[src/rtl/mmio_port_controller_pkg.sv]
// Shared constants and types for the MMIO port controller: register map,
// status bit positions, default window base and timer state encoding.
package mmio_port_controller_pkg;

    localparam int unsigned DATA_W    = 32;
    localparam int unsigned PORT_IN_W = 8;
    localparam int unsigned OFF_W     = 5;

    localparam logic [DATA_W-1:0] DEFAULT_BASE_ADDR = 32'hFFFF_0000;

    localparam logic [OFF_W-1:0] OFF_PORT_OUT    = 5'h00;
    localparam logic [OFF_W-1:0] OFF_PORT_IN     = 5'h04;
    localparam logic [OFF_W-1:0] OFF_STATUS      = 5'h08;
    localparam logic [OFF_W-1:0] OFF_TIMER_LOAD  = 5'h0C;
    localparam logic [OFF_W-1:0] OFF_TIMER_COUNT = 5'h10;

    // Word-aligned offsets: the byte-lane bits of the address are dropped
    localparam logic [OFF_W-1:0] OFF_WORD_MASK = 5'h1C;

    localparam int unsigned STATUS_CHANGED = 0;
    localparam int unsigned STATUS_EXPIRED = 1;
    localparam int unsigned STATUS_W       = 2;

    typedef enum logic {
        TIMER_IDLE = 1'b0,
        TIMER_RUN  = 1'b1
    } timerState_e;

endpackage

[src/rtl/mmio_port_controller_if.sv]
// Processor-side load/store bus plus board port pins of the MMIO controller.
interface mmio_port_controller_if;
    import mmio_port_controller_pkg::*;

    logic [DATA_W-1:0]    Address;
    logic [DATA_W-1:0]    WriteData;
    logic                 MemWrite;
    logic                 MemRead;
    logic [PORT_IN_W-1:0] PortIn;
    logic                 IOSelect;
    logic [DATA_W-1:0]    ReadData;
    logic [DATA_W-1:0]    PortOut;

    modport master (
        output Address, WriteData, MemWrite, MemRead, PortIn,
        input  IOSelect, ReadData, PortOut
    );

    modport slave (
        input  Address, WriteData, MemWrite, MemRead, PortIn,
        output IOSelect, ReadData, PortOut
    );
endinterface

[src/rtl/io_reload_timer.sv]
// 32-bit auto-reload down counter; expirePulse_c is high in the cycle whose
// clock edge reloads the count, so the owner can latch the event on that edge.
module io_reload_timer
    import mmio_port_controller_pkg::*;
(
    input  logic              clk,
    input  logic              reset,
    input  logic              loadStrobe,
    input  logic [DATA_W-1:0] loadValue,
    output logic [DATA_W-1:0] count,
    output logic              expirePulse_c
);

    timerState_e       state, stateNext;
    logic [DATA_W-1:0] countNext;
    logic [DATA_W-1:0] reloadValue, reloadNext;

    always_ff @(posedge clk) begin
        if (reset) begin
            state       <= TIMER_IDLE;
            count       <= '0;
            reloadValue <= '0;
        end else begin
            state       <= stateNext;
            count       <= countNext;
            reloadValue <= reloadNext;
        end
    end

    // A software load overrides both counting and a coincident expiry
    always_comb begin
        stateNext     = state;
        countNext     = count;
        reloadNext    = reloadValue;
        expirePulse_c = 1'b0;
        if (loadStrobe) begin
            reloadNext = loadValue;
            countNext  = loadValue;
            stateNext  = (loadValue != '0) ? TIMER_RUN : TIMER_IDLE;
        end else begin
            case (state)
                TIMER_IDLE: begin
                    countNext = '0;
                end
                TIMER_RUN: begin
                    if (count > DATA_W'(1)) begin
                        countNext = count - DATA_W'(1);
                    end else if (count == DATA_W'(1)) begin
                        countNext     = reloadValue;
                        expirePulse_c = 1'b1;
                    end else begin
                        stateNext = TIMER_IDLE;
                    end
                end
                default: stateNext = TIMER_IDLE;
            endcase
        end
    end

endmodule

[src/rtl/mmio_port_controller.sv]
// MMIO window decoder with output port, synchronized input port with change
// detection, sticky status flags and an auto-reload timer.
module mmio_port_controller
    import mmio_port_controller_pkg::*;
#(
    parameter logic [DATA_W-1:0] BASE_ADDR = DEFAULT_BASE_ADDR
) (
    input logic                 clk,
    input logic                 reset,
    mmio_port_controller_if.slave bus
);

    logic [OFF_W-1:0]     regOffset;
    logic                 wrEn;
    logic                 timerLoadStrobe;
    logic                 expirePulse_c;
    logic [DATA_W-1:0]    timerCount;
    logic [DATA_W-1:0]    portOutReg;
    logic [DATA_W-1:0]    timerLoadReg;
    logic [PORT_IN_W-1:0] sync1, sync2;
    logic [STATUS_W-1:0]  statusFlags, statusSet, statusClr;

    assign bus.IOSelect    = (bus.Address[DATA_W-1:OFF_W] == BASE_ADDR[DATA_W-1:OFF_W]);
    assign regOffset       = bus.Address[OFF_W-1:0] & OFF_WORD_MASK;
    assign wrEn            = bus.IOSelect & bus.MemWrite;
    assign timerLoadStrobe = wrEn && (regOffset == OFF_TIMER_LOAD);
    assign bus.PortOut     = portOutReg;

    // Set events take priority over a write-1-to-clear in the same cycle
    always_comb begin
        statusSet                 = '0;
        statusSet[STATUS_CHANGED] = (sync1 != sync2);
        statusSet[STATUS_EXPIRED] = expirePulse_c;
        statusClr                 = '0;
        if (wrEn && (regOffset == OFF_STATUS)) begin
            statusClr = bus.WriteData[STATUS_W-1:0];
        end
    end

    always_ff @(posedge clk) begin
        if (reset) begin
            portOutReg   <= '0;
            timerLoadReg <= '0;
            sync1        <= '0;
            sync2        <= '0;
            statusFlags  <= '0;
        end else begin
            sync1       <= bus.PortIn;
            sync2       <= sync1;
            statusFlags <= statusSet | (statusFlags & ~statusClr);
            if (wrEn && (regOffset == OFF_PORT_OUT)) begin
                portOutReg <= bus.WriteData;
            end
            if (timerLoadStrobe) begin
                timerLoadReg <= bus.WriteData;
            end
        end
    end

    io_reload_timer uTimer (
        .clk           (clk),
        .reset         (reset),
        .loadStrobe    (timerLoadStrobe),
        .loadValue     (bus.WriteData),
        .count         (timerCount),
        .expirePulse_c (expirePulse_c)
    );

    always_comb begin
        bus.ReadData = '0;
        if (bus.IOSelect && bus.MemRead) begin
            case (regOffset)
                OFF_PORT_OUT:    bus.ReadData = portOutReg;
                OFF_PORT_IN:     bus.ReadData = {{(DATA_W-PORT_IN_W){1'b0}}, sync2};
                OFF_STATUS:      bus.ReadData = {{(DATA_W-STATUS_W){1'b0}}, statusFlags};
                OFF_TIMER_LOAD:  bus.ReadData = timerLoadReg;
                OFF_TIMER_COUNT: bus.ReadData = timerCount;
                default:         bus.ReadData = '0;
            endcase
        end
    end

endmodule

[src/flat_wrapper.sv]
// flat-port wrapper written by rule: the top's interface ports become plain ports
module mmio_port_controller_flat import mmio_port_controller_pkg::*;
#(
    parameter logic [DATA_W-1:0] BASE_ADDR = DEFAULT_BASE_ADDR
)
  (clk, reset, bus_Address, bus_WriteData, bus_MemWrite, bus_MemRead, bus_PortIn, bus_IOSelect, bus_ReadData, bus_PortOut);
  mmio_port_controller_if bus_i ();
  input logic clk;
  input logic reset;
  input wire logic [$bits(bus_i.Address)-1:0] bus_Address;
  input wire logic [$bits(bus_i.WriteData)-1:0] bus_WriteData;
  input wire logic [$bits(bus_i.MemWrite)-1:0] bus_MemWrite;
  input wire logic [$bits(bus_i.MemRead)-1:0] bus_MemRead;
  input wire logic [$bits(bus_i.PortIn)-1:0] bus_PortIn;
  output wire logic [$bits(bus_i.IOSelect)-1:0] bus_IOSelect;
  output wire logic [$bits(bus_i.ReadData)-1:0] bus_ReadData;
  output wire logic [$bits(bus_i.PortOut)-1:0] bus_PortOut;
  assign bus_i.Address = bus_Address;
  assign bus_i.WriteData = bus_WriteData;
  assign bus_i.MemWrite = bus_MemWrite;
  assign bus_i.MemRead = bus_MemRead;
  assign bus_i.PortIn = bus_PortIn;
  assign bus_IOSelect = bus_i.IOSelect;
  assign bus_ReadData = bus_i.ReadData;
  assign bus_PortOut = bus_i.PortOut;
  mmio_port_controller #(.BASE_ADDR(BASE_ADDR)) u_core (.clk(clk), .reset(reset), .bus(bus_i));
endmodule
[config.mk]
export PLATFORM = sky130hd
export DESIGN_NAME = mmio_port_controller_flat
export DESIGN_NICKNAME = d
export VERILOG_FILES = /design/src/rtl/mmio_port_controller_pkg.sv /design/src/rtl/mmio_port_controller_if.sv /design/src/rtl/io_reload_timer.sv /design/src/rtl/mmio_port_controller.sv /design/src/flat_wrapper.sv
export SDC_FILE = /design/constraint.sdc
export NUM_CORES = 1
export LEC_CHECK = 0
export BUFFER_PORTS_ARGS = -buffer_cell sky130_fd_sc_hd__buf_2
export CORE_AREA = 2 2 121 123
export CTS_CLUSTER_SIZE = 30
export DETAILED_ROUTE_END_ITERATION = 10
export DIE_AREA = 0 0 123 125
export MAX_ROUTING_LAYER = met4
export PLACE_DENSITY = 0.77
export SLEW_MARGIN = 20
export SYNTH_ARGS = -nofsm -noshare
export SYNTH_HDL_FRONTEND = slang
export SYNTH_HIERARCHICAL = 1
export SYNTH_SLANG_ARGS = --single-unit
[constraint.sdc]
create_clock -name clk -period 4.5 [get_ports clk]
set_input_delay 0.9 -clock clk [delete_from_list [all_inputs] [get_ports clk]]
set_output_delay 0.9 -clock clk [all_outputs]
set_load 0.01 [all_outputs]
==> flow_metrics.py, run 1 <==
metrics = {
    "outcome": {
        "run_status": "finished clean",
    },
    "clocking": {
        "clkSinkCount": 147,
        "clock_buffer_count_from_cts": 17,
        "clk_latency_ns": 0.43,
        "post_cts_setup_bufs": 0,
        "maximum_level_of_the_cts_h_tree": 4,
        "cts-hold-fix-buffers": 0,
        "clk_slew_on_worst_s_h_paths_ns": 0.06,
        "post_cts.resized_instances": 0,
        "max-clock-path-buffers": 2,
        "cts_tree": "yes",
        "cts_root_buffer": "clkbuf_16",
    },
    "sta": {
        "max-slew-margin-rel": 0.3804,
        "layout_setup_ws_ns": 0.7496,
        "final_setup_violation_count": 0,
        "rsz0062_at_grt": "no",
        "final_min_period_over_clock_period": 0.8334,
        "crit_path_time_final_ns": 3.750,
        "fin_skew_ns": 0.005490,
        "hold_slack_ns": 0.4783,
        "tns_ns": 0,
        "timing.final.hold_violations": 0,
        "max_slew.worst_pin.slew_ns": 0.9225,
        "fmax_mhz": 266.6,
        "report.final.slew_viol_count": 0,
    },
    "power_and_ir_drop": {
        "power.density_cell_area_nw_per_um2": 324.6,
        "cell_internal_pwr_mw": 2.186,
        "p_seq_frac": 0.455,
        "netSwitchingPower_mw": 0.6969,
        "p_comb_frac": 0.048,
        "switching_share": 0.2417,
        "share_clk_of_total_power": 0.497,
        "power.total_mw": 2.883,
        "power_leakage_nw": 3.258,
        "peakVddDrop_mv": 0.2207,
    },
    "die": {
        "initial_utilization": 0.5301,
        "die_outline_area_um2": 15380,
        "fp.dieH_um": 125,
        "design.core.area_um2": 14200,
        "die-width_um": 123,
        "io_pins": 141,
        "core.rowCount": 44,
    },
    "global_routing": {
        "grt_first_pass_wirelength_mm": 37.89,
        "grt_use_total": 0.3237,
        "grt_pass1_vias": 7046,
        "grt.met1_usage": 0.4559,
        "grt_util_met2": 0.4651,
        "pin_count_of_the_biggest_net_entering_global_routing": 66,
        "antenna_found_initial": 0,
        "globalRouteOverflowTotal": 0,
        "globalRoute.busiestLayer": "met2",
        "gr-usage-met3": 0.07710,
    },
    "final_layout": {
        "final_cell_count_no_fill": 1191,
        "fillerInstances": 1296,
        "stdcell_area_um2": 8882,
        "drive_gt1_frac": 0.2085,
        "total_area_of_multi_input_combinational_cells_um2": 4223,
        "n_antenna_cell": 0,
        "register_area_um2": 2943,
        "final_net_count": 1072,
        "final_util": 0.6254,
        "growth_of_design_area_from_synthesis_to_finish_pct": 17.96,
    },
    "synth": {
        "synth_cell_type_count": 60,
        "ys_warn_count": 6,
        "synth.avg_cell_area_um2": 8.366,
        "mappedNetlistNets": 978,
        "ys_async_sr_fraction": 0,
        "synthesis.instances": 900,
        "post_synth_main_area_contributors": "dfxtp_1 (39%), a21oi_1 (6.5%), o21ai_1 (4.5%)",
        "synth.cell_area_um2": 7530,
        "portion_of_the_post_synthesis_area_used_by_sequential_elements": 0.3908,
        "yosys_register_bits": 147,
        "synthDominantCellAreaShare": 0.3908,
        "dominantRegCellSynth": "dfxtp_1",
        "yosys.area.top_type": "dfxtp_1",
        "number_of_flops_mapped_to_enable_cells_by_yosys": 0,
    },
    "placed_design": {
        "gpl.final_weighted_congestion": 0.9220,
        "numPortBuffers": 138,
        "post-place-cells": 1159,
        "dpl-instance-area_um2": 8285,
        "dpl_worst_slack_ns": 0.7401,
        "detailed_place_hpwl_mm": 15.43,
    },
    "critical_path": {
        "r2r_setup_slack_ns": 1.50,
        "critical_path_arrival_ns": 2.85,
        "timing.critical_path.from": "bus_Address[2]",
        "critPathLaunchType": "primary input",
        "regToRegStartpoint": "u_core/uTimer/count[4]",
        "timing.critical_path.fanout_max": 20,
        "path_class": "primary input to output pin",
        "worst_ep_required_time_ns": 3.60,
        "cp-end-kind": "output pin",
    },
    "detailed_routing": {
        "drt-wirelength-per-cell_um": 20.13,
        "drt-pass1-iter-count": 5,
        "vias_per_cell": 6.520,
        "dr.first_iter.drc_count": 1022,
        "route.vias.total": 7765,
        "detail_route.wirelength_mm": 23.97,
        "drc": 0,
        "drt.antenna.violating_nets": 0,
    },
    "min_path": {
        "timing.hold.worst.start": "u_core/sync1[1]",
        "holdCritPathClass": "flip-flop to flip-flop",
    },
    "flow_run": {
        "cap_viol_max_count": 0,
    },
}
## cell usage after synthesis, types with 4 or more instances
| cell | n |
|---|---|
| o21ai_0 | 16 |
| o31a_1 | 10 |
| buf_6 | 4 |
| nand3_1 | 58 |
| inv_1 | 7 |
| o31ai_1 | 5 |
| nor2_1 | 72 |
| o21ai_1 | 68 |
| nand2b_1 | 15 |
| a31oi_1 | 8 |
| a22oi_1 | 31 |
| dfxtp_1 | 147 |
| nand4_1 | 45 |
| mux2_1 | 25 |
| buf_2 | 18 |
| o21a_1 | 5 |
| buf_1 | 11 |
| nor4_1 | 21 |
| a32oi_1 | 15 |
| xnor2_1 | 18 |
| nand2_1 | 27 |
| clkbuf_1 | 49 |
| or4_1 | 5 |
| nor4_2 | 4 |
| a21oi_1 | 98 |
| mux2i_1 | 27 |
| nor2b_1 | 19 |
| o2bb2ai_1 | 7 |
| nor3_1 | 12 |
## final timing paths
path,end,cells after the start
hold / removal,u_core/sync2[1],1
hold reg to reg,u_core/sync2[1],1
setup / recovery,bus_ReadData[30],7
setup reg to reg,u_core/uTimer/count[21],5
## cells by family after synthesis
family          share of synthesized area
flops                              0.3908
fa+ha+maj                        0.003323
mux                               0.07328
xor+xnor                          0.02326
simple gates                       0.2291
buf+inv                           0.05334
compound gates                     0.2268
## metal layers
metal	vias up	share of wire
met4	0	0.018
met2	488	0.45
li1	3568	-
met3	44	0.11
met1	3665	0.42
met5	-	0
## worst max-delay path: stages
cell and delay (ns):
buf_2 0.31, nor2b_1 0.47, and2_1 0.50, buf_12 0.23, a22oi_1 0.10, nor2_1 0.16
buf_2 0.16
## cell usage in the layout, fill, tap and decap left out, types with 7 or more instances in the layout
cell         n
buf_4       21
o21ai_1     68
nor2b_1     18
nand3_1     58
mux2i_1     27
buf_2      137
inv_6        7
o31a_1      10
clkbuf_16   17
inv_1        7
xnor2_1     18
nor3_1      12
nand2b_1    15
a32oi_1     15
o2bb2ai_1    7
nor2_1      70
nand4_1     45
a31oi_1      8
nand2_1     27
mux2_1      25
nor4_1      21
a22oi_1     31
dfxtp_1    147
o21ai_0     16
a21oi_1     98
## registers in the layout (all words and copies together) (netlist names)
name and flops:
u_core/timerLoadReg 32, u_core/uTimer/reloadValue 32, u_core/sync2 8, u_core/bus.PortOut 32
u_core/statusFlags 2, u_core/uTimer/state 1, u_core/sync1 8, u_core/uTimer/count 32
## power groups by stage
stage	sequential, mW	clock [mW]	combinational [mW]
after detailed placement	1.34	0	0.134
after CTS	1.31	1.44	0.135
after global placement	1.34	0	0.134
after global routing	1.31	1.51	0.146
final	1.31	1.43	0.138
after floorplan	1.34	0	0.0637
## layout make-up
class	count	share of cell area
well taps	184	0.02592
clock inverters	15	0.01930
clock buffers	17	0.04789
flip-flops and latches	147	0.3313
inverters	7	0.002958
repair buffers	159	0.09720
multi-input cells	662	0.4754
No activity file was read; power rests on OpenSTA's default activity.
==> inputs of run 2 (changes only) <==
- ABC_AREA: unset -> 1
- CORE_AREA: 2 2 121 123 -> 2 2 124 126
- DIE_AREA: 0 0 123 125 -> 0 0 126 128
- PLACE_DENSITY: 0.77 -> 0.78
- clock period: 4.5 -> 3.55 ns (I/O delays scaled with it)
==> flow_metrics.py, run 2 <==
metrics = {
    "sta": {
        "rsz0062_at_grt": "no",
        "crit_path_time_final_ns": 2.960,
        "timing.final.hold_violations": 0,
        "max-slew-margin-rel": 0.3809,
        "fin_skew_ns": 0.006619,
        "max_slew.worst_pin.slew_ns": 0.9269,
        "tns_ns": 0,
        "fmax_mhz": 337.8,
        "final_setup_violation_count": 0,
        "final_min_period_over_clock_period": 0.8339,
        "report.final.slew_viol_count": 0,
    },
    "power_and_ir_drop": {
        "p_comb_frac": 0.045,
        "cell_internal_pwr_mw": 2.748,
        "power_leakage_nw": 4.866,
        "netSwitchingPower_mw": 0.8544,
        "power.density_cell_area_nw_per_um2": 383.5,
        "share_clk_of_total_power": 0.493,
        "peakVddDrop_mv": 0.3444,
        "switching_share": 0.2372,
        "p_seq_frac": 0.462,
    },
    "critical_path": {
        "worst-r2r-cell-count": 11,
        "worst_ep_required_time_ns": 2.84,
        "cp-end-kind": "output pin",
        "regToRegStartpoint": "u_core/uTimer/count[0]",
        "r2r-end": "u_core/uTimer/count[5]",
        "critical_path_arrival_ns": 2.25,
        "path_class": "primary input to output pin",
        "critPathLaunchType": "primary input",
        "r2r_setup_slack_ns": 1.18,
        "timing.critical_path.fanout_max": 26,
        "timing.critical_path.from": "bus_Address[3]",
    },
    "synth": {
        "synth_cell_type_count": 37,
        "netlist_top_cells_count": "nand2_1 (363), nor2_1 (268), inv_1 (182)",
        "synth.avg_cell_area_um2": 6.126,
        "portion_of_the_post_synthesis_area_used_by_sequential_elements": 0.3664,
        "synth_most_common_cell": "nand2_1",
        "ys_async_sr_fraction": 0,
        "synthesis.instances": 1311,
        "mappedNetlistNets": 1389,
        "synthDominantCellAreaShare": 0.3664,
        "ys_warn_count": 6,
        "synth.cell_area_um2": 8031,
        "yosys.area.top_type": "dfxtp_1",
        "yosys_register_bits": 147,
        "post_synth_main_area_contributors": "dfxtp_1 (37%), nand2_1 (17%), nor2_1 (13%)",
        "number_of_flops_mapped_to_enable_cells_by_yosys": 0,
        "dominantRegCellSynth": "dfxtp_1",
    },
    "die": {
        "core.rowCount": 45,
        "die-width_um": 126,
        "initial_utilization": 0.5403,
        "io_pins": 141,
        "die_outline_area_um2": 16130,
        "fp.dieH_um": 128,
        "design.core.area_um2": 14860,
    },
    "detailed_routing": {
        "detail_route.wirelength_mm": 23.61,
        "drt-wirelength-per-cell_um": 14.51,
        "drc": 0,
        "vias_per_cell": 5.144,
        "dr.first_iter.drc_count": 717,
        "drt-pass1-iter-count": 6,
        "drt.antenna.violating_nets": 0,
        "route.vias.total": 8370,
    },
    "global_routing": {
        "antenna_found_initial": 0,
        "grt_pass1_vias": 7760,
        "pin_count_of_the_biggest_net_entering_global_routing": 65,
        "grt_use_total": 0.3036,
        "globalRouteOverflowTotal": 0,
        "grt_first_pass_wirelength_mm": 38.47,
    },
    "final_layout": {
        "layout_commonest_cell": "nand2_1",
        "n_antenna_cell": 0,
        "final_cell_mix": "nand2_1 (363), nor2_1 (268), inv_1 (182)",
        "final_net_count": 1505,
        "growth_of_design_area_from_synthesis_to_finish_pct": 16.95,
        "drive_gt1_frac": 0.1661,
        "stdcell_area_um2": 9393,
    },
    "clocking": {
        "clock_buffer_count_from_cts": 17,
        "post_cts_setup_bufs": 0,
        "clkSinkCount": 147,
        "maximum_level_of_the_cts_h_tree": 4,
        "post_cts.resized_instances": 0,
        "clk_latency_ns": 0.42,
        "cts_tree": "yes",
        "max-clock-path-buffers": 2,
        "cts-hold-fix-buffers": 0,
        "cts_root_buffer": "clkbuf_16",
        "clk_slew_on_worst_s_h_paths_ns": 0.06,
    },
    "outcome": {
        "run_status": "finished clean",
    },
    "min_path": {
        "holdCritPathClass": "flip-flop to flip-flop",
        "hold-path-cell-count": 2,
        "timing.hold.worst.start": "u_core/sync1[4]",
        "whs_endpoint": "u_core/sync2[4]",
    },
    "placed_design": {
        "detailed_place_hpwl_mm": 16.68,
        "gpl.final_weighted_congestion": 0.9760,
        "dpl-instance-area_um2": 8811,
        "numPortBuffers": 138,
    },
    "flow_run": {
        "cap_viol_max_count": 0,
    },
}
[run 2: cell count changes in the layout (fill, tap and decap cells not counted), sizes merged, moves of 16 or more]
cell    before  now
a221oi       1   17
nand4       46   19
nor4        27    5
mux2        25    0
inv         14  211
nor2b       19    0
a22oi       31    0
mux2i       27    0
nor2        72  278
nand2       27  371
o21ai       84   14
[run 2: how the worst max path moves through the flow]
stage	endpoint	slack (ns)	cells after the start
detailed placement	u_core/bus.PortOut[31]	0.54	7
global route	bus_ReadData[12]	0.54	7
global placement	u_core/uTimer/count[21]	0.59	14
CTS	bus_ReadData[12]	0.66	7
floorplan	u_core/uTimer/count[16]	0.84	14
finish	bus_ReadData[12]	0.59	7
[run 2: power groups by stage]
stage,registers [mW],clock network [mW],logic [mW]
floorplan,1.70,0,0.0675
global placement,1.70,0,0.157
detailed placement,1.70,0,0.158
CTS,1.66,1.80,0.159
global route,1.66,1.88,0.176
finish,1.66,1.78,0.161
[run 2: cell type report]
cell class	count	area [µm²]
inverter	209	785.8
clock buffer	17	425.4
multi-input combinational	899	4045
tap	188	235.2
fill	1412	5472
sequential	147	2943
clock inverter	14	155.1
timing repair buffer	153	803.3
[run 2: routing by layer]
layer,routed length [µm],track usage,vias to the layer above
met5,0,-,-
met4,751,0.1144,0
met3,1398,0.05426,58
met2,11460,0.5212,306
met1,9995,0.3565,3753
li1,-,-,4253
[run 2: kinds of logic after synthesis]
kind of cell	synth area share
fa+ha+maj	0.003115
xor+xnor	0.02072
flops	0.3664
buf+inv	0.1306
simple gates	0.3742
compound gates	0.1050
[run 2: critical path, stage by stage]
cell,delay (ns)
buf_2,0.13
nor2_1,0.16
nand2_2,0.42
o22ai_1,0.40
a21oi_1,0.16
nor2_1,0.13
buf_2,0.13
[run 2: metrics by stage]
stage	instances	utilization	total power, mW	hold slack [ns]	setup WS [ns]
floorplan	1311	-	1.768	0.4165	0.8440
finish	1627	0.6319	3.602	0.4357	0.5897
global placement	1596	0.5928	1.858	0.4214	0.5881
global route	1627	0.6319	3.719	0.4502	0.5377
detailed placement	1596	0.5928	1.860	0.4268	0.5436
CTS	1627	0.6318	3.626	0.4362	0.6557
==> inputs of run 3 (changes only) <==
- CORE_AREA: 2 2 124 126 -> 2 2 128 130
- DIE_AREA: 0 0 126 128 -> 0 0 130 132
- PLACE_DENSITY: 0.78 -> 0.77
- clock period: 3.55 -> 2.6 ns (I/O delays scaled with it)
==> flow_metrics.py, run 3 (synthesis results as in run 2) <==
metrics = {
    "detailed_routing": {
        "dr.first_iter.drc_count": 613,
        "drt.antenna.violating_nets": 0,
        "vias_per_cell": 5.038,
        "route.vias.total": 8394,
        "detail_route.wirelength_mm": 23.84,
        "drt-wirelength-per-cell_um": 14.31,
        "drt-pass1-iter-count": 5,
        "drc": 0,
    },
    "sta": {
        "tns_ns": 0,
        "max_slew.worst_pin.slew_ns": 0.7164,
        "timing.final.hold_violations": 0,
        "final_setup_violation_count": 0,
        "crit_path_time_final_ns": 2.507,
        "fmax_mhz": 398.8,
        "final_min_period_over_clock_period": 0.9644,
        "max-slew-margin-rel": 0.5180,
        "rsz0062_at_grt": "no",
        "report.final.slew_viol_count": 0,
        "fin_skew_ns": 0.009260,
        "layout_setup_ws_ns": 0.09251,
        "hold_slack_ns": 0.2926,
    },
    "clocking": {
        "maximum_level_of_the_cts_h_tree": 4,
        "clkSinkCount": 147,
        "post_cts_setup_bufs": 0,
        "clk_slew_on_worst_s_h_paths_ns": 0.06,
        "cts_root_buffer": "clkbuf_16",
        "clk_latency_ns": 0.43,
        "cts_tree": "yes",
        "max-clock-path-buffers": 2,
        "clock_buffer_count_from_cts": 17,
    },
    "critical_path": {
        "timing.critical_path.from": "bus_Address[8]",
        "critPathLaunchType": "primary input",
        "path_class": "primary input to output pin",
        "critical_path_arrival_ns": 1.99,
        "timing.critical_path.fanout_max": 24,
        "worst_ep_required_time_ns": 2.08,
        "regToRegStartpoint": "u_core/uTimer/count[0]",
        "cp-end-kind": "output pin",
    },
    "final_layout": {
        "growth_of_design_area_from_synthesis_to_finish_pct": 18.83,
        "final_cell_count_no_fill": 1666,
        "register_area_um2": 2943,
        "final_net_count": 1514,
        "final_util": 0.6074,
        "drive_gt1_frac": 0.1718,
        "total_area_of_multi_input_combinational_cells_um2": 4061,
        "fillerInstances": 1513,
        "layout_commonest_cell": "nand2_1",
        "stdcell_area_um2": 9544,
        "final_cell_mix": "nand2_1 (363), nor2_1 (268), inv_1 (182)",
    },
    "die": {
        "initial_utilization": 0.5111,
        "design.core.area_um2": 15710,
        "core.rowCount": 46,
        "die-width_um": 130,
        "fp.dieH_um": 132,
        "die_outline_area_um2": 17160,
        "io_pins": 141,
    },
    "placed_design": {
        "dpl-instance-area_um2": 8939,
        "detailed_place_hpwl_mm": 17.36,
        "post-place-cells": 1633,
        "gpl.final_weighted_congestion": 0.9755,
        "dpl_worst_slack_ns": 0.03613,
        "numPortBuffers": 138,
    },
    "global_routing": {
        "grt_util_met2": 0.4889,
        "antenna_found_initial": 1,
        "pin_count_of_the_biggest_net_entering_global_routing": 65,
        "grt.met1_usage": 0.3457,
        "gr-usage-met3": 0.05073,
        "globalRouteOverflowTotal": 0,
        "grt_pass1_vias": 7842,
        "globalRoute.busiestLayer": "met2",
        "grt_use_total": 0.2901,
        "grt_first_pass_wirelength_mm": 38.42,
    },
    "flow_run": {
        "cap_viol_max_count": 0,
    },
    "power_and_ir_drop": {
        "power.total_mw": 4.913,
        "power_leakage_nw": 4.949,
        "power.density_cell_area_nw_per_um2": 514.8,
        "peakVddDrop_mv": 0.5211,
    },
    "min_path": {
        "holdCritPathClass": "primary input to flip-flop",
        "timing.hold.worst.start": "bus_PortIn[7]",
    },
    "outcome": {
        "run_status": "finished clean",
    },
}
[run 3: cell types whose count changed in the layout (fill, tap and decap cells not counted), sizes merged]
| cell | change |
|---|---|
| buf | +9 |
| bufinv | -1 |
| clkbuf | +1 |
| clkinvlp | -3 |
| diode | +1 |
| inv | +4 |
[run 3: timing repair]
item / in CTS / in global routing
endpoints found under the setup margin: 0 / 18
hold buffers: 0 / 0
resized for setup: 0 / 3
hold endpoints to repair: 0 / 0
[run 3: path summary, 6_finish.rpt]
check                            endpoint  slack [ns]  cells after the start
setup / recovery         bus_ReadData[30]        0.09                      9
hold / removal            u_core/sync1[7]        0.29                      3
setup reg to reg  u_core/uTimer/count[27]        0.25                     10
hold reg to reg           u_core/sync2[1]        0.44                      2
[run 3: cell type report]
cell class	count	share of cell area
inverters	209	0.08220
diodes	1	0.0002622
multi-input cells	899	0.4255
clock buffers	18	0.04601
flip-flops and latches	147	0.3083
clock inverters	14	0.01508
repair buffers	162	0.09426
well taps	216	0.02832
[run 3: power by group]
part           leakage, nW  switching (mW)  internal, mW  total, mW
combinational         3.48           0.152        0.0755      0.227
clock                0.280            1.04          1.37       2.41
sequential            1.19         0.00879          2.26       2.27
total                 4.95            1.20          3.71       4.91
[run 3: critical path, cell delays in order]
cell and delay (ns):
buf_2 0.11, nor2_1 0.10, nand4_1 0.17, nor2_4 0.20
and2_1 0.16, o211ai_1 0.19, buf_6 0.24, nor2_1 0.13
buf_2 0.15
[run 3: routing by layer]
layer | routed length [µm] | part of all wire
met2 | 11820 | 0.50
met1 | 10110 | 0.42
met5 | 0 | 0
met3 | 1350 | 0.057
met4 | 566 | 0.024
